<file path="src/rtl/rx_reg_bank_if.sv">
// rtl/rx_reg_bank_if.sv - deserializer word bus and stream output bundle for rx_reg_bank
//
// Purpose: groups the deserializer parallel-word input (P_ADDR/P_DATA/P_ENA)
// and the stream FIFO output handshake (STRM_DATA/STRM_VALID/STRM_READY).
// Modports:
//   master - environment side: drives the word bus and STRM_READY
//   slave  - rx_reg_bank side: consumes the word bus, drives the stream head
interface rx_reg_bank_if;
  logic [2:0]  P_ADDR;
  logic [15:0] P_DATA;
  logic        P_ENA;
  logic [15:0] STRM_DATA;
  logic        STRM_VALID;
  logic        STRM_READY;

  modport master (
    output P_ADDR, P_DATA, P_ENA, STRM_READY,
    input  STRM_DATA, STRM_VALID
  );

  modport slave (
    input  P_ADDR, P_DATA, P_ENA, STRM_READY,
    output STRM_DATA, STRM_VALID
  );
endinterface

</file>
<file path="src/rtl/rx_reg_bank.sv">
// rtl/rx_reg_bank.sv - config register bank and stream splitter behind the deserializer
//
// Purpose: decodes deserializer words into double-buffered config registers
// (addr 0-5), a first-word-fall-through stream FIFO (addr 6) and a control
// register (addr 7: bit0 commit, bit1 flush, bit2 clear counters).
// Ports:
//   RX_CLK    - clock
//   RST       - asynchronous active-low reset
//   p_if      - word bus in (P_ADDR/P_DATA/P_ENA), stream out (STRM_*)
//   CFG_OUT   - active config regs, reg n at [16n+15:16n]
//   UPDATE    - one-cycle pulse after a commit
//   WORD_CNT  - accepted write events, wraps
//   OVF_CNT   - stream words dropped on full FIFO, saturates at 255
module rx_reg_bank #(
  parameter int FIFO_DEPTH = 4,
  parameter int CNT_W      = 16
) (
  input  logic             RX_CLK,
  input  logic             RST,
  rx_reg_bank_if.slave     p_if,
  output logic [95:0]      CFG_OUT,
  output logic             UPDATE,
  output logic [CNT_W-1:0] WORD_CNT,
  output logic [7:0]       OVF_CNT
);
  localparam int AW = $clog2(FIFO_DEPTH);

  logic             p_ena_d_q, p_ena_d_d;
  logic [AW:0]      wr_ptr_q, wr_ptr_d, rd_ptr_q, rd_ptr_d;
  logic [15:0]      mem_q [FIFO_DEPTH];
  logic [15:0]      mem_d [FIFO_DEPTH];
  logic [15:0]      shadow_q [6];
  logic [15:0]      shadow_d [6];
  logic [15:0]      active_q [6];
  logic [15:0]      active_d [6];
  logic             update_q, update_d;
  logic [CNT_W-1:0] word_cnt_q, word_cnt_d;
  logic [7:0]       ovf_cnt_q, ovf_cnt_d;

  logic wr_event, fifo_empty, fifo_full, pop, push_req, push_ok;
  logic ctrl_wr, commit, flush, clr_cnt;

  always_comb begin
    wr_event   = p_if.P_ENA & ~p_ena_d_q;
    fifo_empty = (wr_ptr_q == rd_ptr_q);
    // Extra pointer bit distinguishes full from empty when the index bits match.
    fifo_full  = (wr_ptr_q[AW] != rd_ptr_q[AW]) && (wr_ptr_q[AW-1:0] == rd_ptr_q[AW-1:0]);
    pop        = ~fifo_empty & p_if.STRM_READY;
    push_req   = wr_event && (p_if.P_ADDR == 3'd6);
    // A pop on the same edge frees the slot the push lands in.
    push_ok    = push_req && (~fifo_full || pop);
    ctrl_wr    = wr_event && (p_if.P_ADDR == 3'd7);
    commit     = ctrl_wr & p_if.P_DATA[0];
    flush      = ctrl_wr & p_if.P_DATA[1];
    clr_cnt    = ctrl_wr & p_if.P_DATA[2];
  end

  always_comb begin
    p_ena_d_d  = p_if.P_ENA;
    wr_ptr_d   = wr_ptr_q;
    rd_ptr_d   = rd_ptr_q;
    update_d   = commit;
    word_cnt_d = word_cnt_q;
    ovf_cnt_d  = ovf_cnt_q;
    for (int i = 0; i < FIFO_DEPTH; i++) mem_d[i] = mem_q[i];
    for (int i = 0; i < 6; i++) begin
      shadow_d[i] = shadow_q[i];
      active_d[i] = commit ? shadow_q[i] : active_q[i];
      if (wr_event && (p_if.P_ADDR == 3'(i))) shadow_d[i] = p_if.P_DATA;
    end

    if (push_ok) begin
      mem_d[wr_ptr_q[AW-1:0]] = p_if.P_DATA;
      wr_ptr_d = wr_ptr_q + 1'b1;
    end
    if (pop) rd_ptr_d = rd_ptr_q + 1'b1;
    // Flush overrides any pop on the same edge.
    if (flush) begin
      wr_ptr_d = '0;
      rd_ptr_d = '0;
    end

    if (push_req && !push_ok && (ovf_cnt_q != 8'hFF)) ovf_cnt_d = ovf_cnt_q + 8'd1;

    // The clearing control word is not itself counted.
    if (clr_cnt) begin
      word_cnt_d = '0;
      ovf_cnt_d  = '0;
    end else if (wr_event) begin
      word_cnt_d = word_cnt_q + CNT_W'(1);
    end
  end

  always_ff @(posedge RX_CLK or negedge RST) begin
    if (!RST) begin
      p_ena_d_q  <= 1'b0;
      wr_ptr_q   <= '0;
      rd_ptr_q   <= '0;
      update_q   <= 1'b0;
      word_cnt_q <= '0;
      ovf_cnt_q  <= '0;
      for (int i = 0; i < FIFO_DEPTH; i++) mem_q[i] <= '0;
      for (int i = 0; i < 6; i++) begin
        shadow_q[i] <= '0;
        active_q[i] <= '0;
      end
    end else begin
      p_ena_d_q  <= p_ena_d_d;
      wr_ptr_q   <= wr_ptr_d;
      rd_ptr_q   <= rd_ptr_d;
      update_q   <= update_d;
      word_cnt_q <= word_cnt_d;
      ovf_cnt_q  <= ovf_cnt_d;
      for (int i = 0; i < FIFO_DEPTH; i++) mem_q[i] <= mem_d[i];
      for (int i = 0; i < 6; i++) begin
        shadow_q[i] <= shadow_d[i];
        active_q[i] <= active_d[i];
      end
    end
  end

  always_comb begin
    for (int i = 0; i < 6; i++) CFG_OUT[16*i +: 16] = active_q[i];
  end

  assign UPDATE          = update_q;
  assign WORD_CNT        = word_cnt_q;
  assign OVF_CNT         = ovf_cnt_q;
  assign p_if.STRM_VALID = ~fifo_empty;
  assign p_if.STRM_DATA  = mem_q[rd_ptr_q[AW-1:0]];
endmodule

</file>
<file path="src/flat_wrapper.sv">
// flat-port wrapper written by rule: the top's interface ports become plain ports
module rx_reg_bank_flat 
#(
  parameter int FIFO_DEPTH = 4,
  parameter int CNT_W      = 16
)
  (RX_CLK, RST, CFG_OUT, UPDATE, WORD_CNT, OVF_CNT, p_if_P_ADDR, p_if_P_DATA, p_if_P_ENA, p_if_STRM_READY, p_if_STRM_DATA, p_if_STRM_VALID);
  rx_reg_bank_if p_if_i ();
  input  logic RX_CLK;
  input  logic RST;
  output logic [95:0] CFG_OUT;
  output logic UPDATE;
  output logic [CNT_W-1:0] WORD_CNT;
  output logic [7:0] OVF_CNT;
  input wire logic [$bits(p_if_i.P_ADDR)-1:0] p_if_P_ADDR;
  input wire logic [$bits(p_if_i.P_DATA)-1:0] p_if_P_DATA;
  input wire logic [$bits(p_if_i.P_ENA)-1:0] p_if_P_ENA;
  input wire logic [$bits(p_if_i.STRM_READY)-1:0] p_if_STRM_READY;
  output wire logic [$bits(p_if_i.STRM_DATA)-1:0] p_if_STRM_DATA;
  output wire logic [$bits(p_if_i.STRM_VALID)-1:0] p_if_STRM_VALID;
  assign p_if_i.P_ADDR = p_if_P_ADDR;
  assign p_if_i.P_DATA = p_if_P_DATA;
  assign p_if_i.P_ENA = p_if_P_ENA;
  assign p_if_i.STRM_READY = p_if_STRM_READY;
  assign p_if_STRM_DATA = p_if_i.STRM_DATA;
  assign p_if_STRM_VALID = p_if_i.STRM_VALID;
  rx_reg_bank #(.FIFO_DEPTH(FIFO_DEPTH), .CNT_W(CNT_W)) u_core (.RX_CLK(RX_CLK), .RST(RST), .p_if(p_if_i), .CFG_OUT(CFG_OUT), .UPDATE(UPDATE), .WORD_CNT(WORD_CNT), .OVF_CNT(OVF_CNT));
endmodule
</file>
<file path="config.mk">
export PLATFORM = sky130hd
export DESIGN_NAME = rx_reg_bank_flat
export DESIGN_NICKNAME = d
export VERILOG_FILES = /design/src/rtl/rx_reg_bank_if.sv /design/src/rtl/rx_reg_bank.sv /design/src/flat_wrapper.sv
export SDC_FILE = /design/constraint.sdc
export NUM_CORES = 1
export LEC_CHECK = 0
export ABC_CLOCK_PERIOD_IN_PS = 2500
export BUFFER_PORTS_ARGS = -buffer_cell sky130_fd_sc_hd__buf_2
export CAP_MARGIN = 0
export CORE_ASPECT_RATIO = 1.1
export CORE_MARGIN = 3
export CORE_UTILIZATION = 57
export DETAILED_ROUTE_END_ITERATION = 16
export PLACE_DENSITY = 0.87
export SYNTH_ARGS = -nofsm -noshare
export SYNTH_HDL_FRONTEND = slang
export SYNTH_SLANG_ARGS = --single-unit
</file>
<file path="constraint.sdc">
create_clock -name RX_CLK -period 2.5 [get_ports RX_CLK]
set_clock_uncertainty 0.1 [all_clocks]
set_input_delay 0.25 -clock RX_CLK [delete_from_list [all_inputs] [get_ports RX_CLK]]
set_output_delay 0.25 -clock RX_CLK [all_outputs]
set_load 0.05 [all_outputs]
</file>
==> flow_summary.yaml <==
outcome:
  status: "finished clean"
finish:
  design_area_um2: 13900
  diodes: 0
  areaGrowthSynthToFinish_pct: 18.09
  drive_above_1_share_pct: 53.51
  fillers: 1320
  final_nets: 963
placement:
  dpl_worst_slack_ns: 0.1581
  io_buffers: 160
  place_area_um2: 12910
  place_hpwl_um: 16620
  gp_congestion: 0.8576
grt:
  grt_usage_pct: 22.92
  antenna_found_initial: 0
  grt_pass1_wl_um: 40500
  grt-ovfl-total: 0
  grt_pass1_vias: 7464
  grt_max_degree: 81
floorplan:
  num_io_pins: 161
  start_util_pct: 58.66
  die_width_um: 143.0
  die-area_um2: 22410
  coreArea_um2: 20070
  die_h_um: 156.7
  num_rows: 54
sta:
  setup_violations: 0
  worst_pin_slew_ns: 0.6810
  worst_slack_ns: 0.1338
  maxSlewHeadroom_pct: 53.96
  max_freq_mhz: 422.6
  rsz0062_at_grt: "no"
  fin_crit_sh_pct: 94.65
  finalHoldViolCount: 0
  slew_violations: 0
  tns_ns: 0
  period_minus_slack_ns: 2.366
worst_setup_path:
  path_class: "flop to flop"
  crit_fanout: 18
  start_kind: "flop"
  required_ns: 2.80
  endpoint_kind: "flop"
  cp.arrival_ns: 2.67
power:
  power_density_nw_per_um2: 1069
  power_frac_comb_pct: 28.9
  swShare_pct: 34.85
  p_switching_mw: 5.179
  p_int_mw: 9.682
  ir_worst_vdd_mv: 0.6776
  power_leakage_nw: 6.886
  pwr-share-seq_pct: 42.1
  p_clk_share_pct: 29.0
route:
  routed_wl_um: 25570
  drt_first_pass_iters: 4
  initialDrtViolationCount: 344
  drc: 0
  num_vias: 6979
  postRouteAntennaNets: 0
  wire_per_inst_um: 21.18
  viasPerCell: 5.782
clock_network:
  cts_buffer_depth: 3
  clk_latency_ns: 0.53
  path_clk_slew_ns: 0.06
  post_cts_buffers: 0
  htreeDepth: 1
  cts_tree: "built"
  clock_sinks: 288
  cts_buffers: 28
  root_buffer: "clkbuf_16"
logic_synthesis:
  synth_nets: 800
  ys_ff_latch: 288
  ys_warn_count: 0
  synthTopCellsByArea: "dfrtp_1 (61%), mux2_2 (24%), mux4_2 (3.1%), nand2_1 (0.77%), ha_1 (0.74%)"
  synth_top_area_share_pct: 61.22
  syn_inst: 770
  ys_seq_area_share_pct: 61.22
  synth.avg_cell_area_um2: 15.29
  ys_types: 42
  syn_area_um2: 11770
  synth_area_leader_cell: "dfrtp_1"
job:
  maxCapViolCount: 0
worst_hold_path:
  hold_class: "primary input to flop"
[area by class of cell]
class | count | area [um^2] | area share [%]
sequential | 288 | 7207 | 51.85
multi-input combinational | 427 | 4342 | 31.23
timing repair buffer | 183 | 1057 | 7.606
clock buffer | 40 | 817.0 | 5.878
tap | 252 | 315.3 | 2.268
clock inverter | 12 | 143.9 | 1.035
inverter | 5 | 18.77 | 0.1350
[Yosys cell counts]
cell type,count
buf_4,4
o211ai_1,1
xor2_1,10
dfrtp_1,288
nor4_2,3
and4_1,2
buf_6,4
or3_1,6
and3_1,4
nand4b_1,2
o311ai_0,1
xor2_2,1
nand3_1,9
a211o_1,2
o21ai_0,10
mux2i_1,6
nor2_1,13
nand2b_1,7
nor2b_1,1
nor4_1,1
or4_4,1
nor3_1,2
xnor2_1,2
inv_1,5
o2111ai_1,1
mux4_2,16
a21oi_1,11
mux2_2,256
nor4b_1,1
nor3_2,1
clkbuf_1,11
nand4_1,4
nor4b_2,2
buf_1,18
o31ai_1,5
and2_1,1
or4_1,7
and4b_1,3
nand2_1,24
nand3_2,4
ha_1,7
buf_2,13
[layout by cell type (no fill, tap or decap), types with 3 or more instances in the layout]
cell	synthesis	routed
bufinv_16	0	3
xor2_1	10	10
or4_1	7	7
nand3_2	4	4
dlygate4sd3_1	0	3
and3_1	4	4
ha_1	7	7
clkbuf_8	0	5
buf_4	4	14
clkinv_2	0	6
o21ai_0	10	10
a21oi_1	11	11
buf_2	13	159
nand4_1	4	4
nand2_1	24	24
mux2_2	256	256
mux4_2	16	16
nor2_1	13	13
clkbuf_1	11	6
o31ai_1	5	5
nand3_1	9	8
or3_1	6	6
and4b_1	3	3
nand2b_1	7	7
mux2i_1	6	6
clkbuf_16	0	29
dfrtp_1	288	288
inv_1	5	4
buf_12	0	5
[power by group through the flow]
stage | Sequential (mW) | Combinational [mW] | Clock, mW
floorplan | 7.40 | 2.08 | 0
global placement | 6.25 | 4.20 | 0
detailed placement | 6.31 | 4.29 | 0
CTS | 6.25 | 4.33 | 4.41
global route | 6.36 | 4.54 | 4.61
finish | 6.26 | 4.29 | 4.31
[layer usage]
layer  track usage, %  wire (um)  vias to the layer above
li1                 -          -                     3092
met4            5.387        414                        0
met1            29.79      10400                     3649
met5                0          0                        -
met2            38.90      12960                      205
met3            6.051       1798                       33
[critical path, stage by stage (launching register included)]
cell and delay [ns]:
dfrtp_1 0.45, xor2_2 0.20, or4_4 0.66, nand3_2 0.40, mux2_2 0.41
[flip-flops by register name, indices dropped and copies added, names as in the netlist]
signal	flops
u_core.mem_q	64
u_core.UPDATE	1
u_core.p_ena_d_q	1
u_core.OVF_CNT	8
u_core.rd_ptr_q	3
u_core.shadow_q	96
u_core.CFG_OUT	96
u_core.WORD_CNT	16
u_core.wr_ptr_q	3
[what timing repair did]
action	4_1_cts	5_1_grt
resized for setup	0	1
hold buffers	3	0
setup endpoints to repair	0	11
hold endpoints to repair	75	0
[path summary, 6_finish.rpt]
| path | endpoint | slack (ns) | cells past startpoint | from |
|---|---|---|---|---|
| setup / recovery | u_core.mem_q[60] | 0.13 | 4 | u_core.wr_ptr_q[1] |
| max in group asynchronous | u_core.CFG_OUT[30] | 1.27 | 3 | RST |
| hold / removal | u_core.mem_q[63] | 0.04 | 2 | p_if_P_DATA[15] |
| hold reg to reg | u_core.CFG_OUT[79] | 0.40 | 1 | u_core.shadow_q[31] |
| min in group asynchronous | u_core.shadow_q[16] | 0.20 | 2 | RST |
| setup reg to reg | u_core.mem_q[60] | 0.13 | 4 | u_core.wr_ptr_q[1] |
[cells by family (layout without fill, tap and decap cells)]
group,count (synthesis),in the layout,synth area share [%]
compound gates,31,31,1.573
flops,288,288,61.22
simple gates,98,98,5.092
mux,278,278,28.06
buf+inv,55,240,2.275
xor+xnor,13,13,1.031
fa+ha+maj,7,7,0.7440
[stage by stage]
stage | hold WS, ns | std cells | util, % | power (mW)
3_5_place_dp | 0.1787 | 1152 | 64.32 | 10.60
4_1_cts | 0.02546 | 1207 | 69.25 | 14.98
2_1_floorplan | -0.1456 | 770 | - | 9.483
5_1_grt | 0.04315 | 1207 | 69.27 | 15.51
3_3_place_gp | 0.1772 | 1152 | 64.32 | 10.44
6_report | 0.04460 | 1207 | 69.27 | 14.86
(Power assumes the default switching activity.)
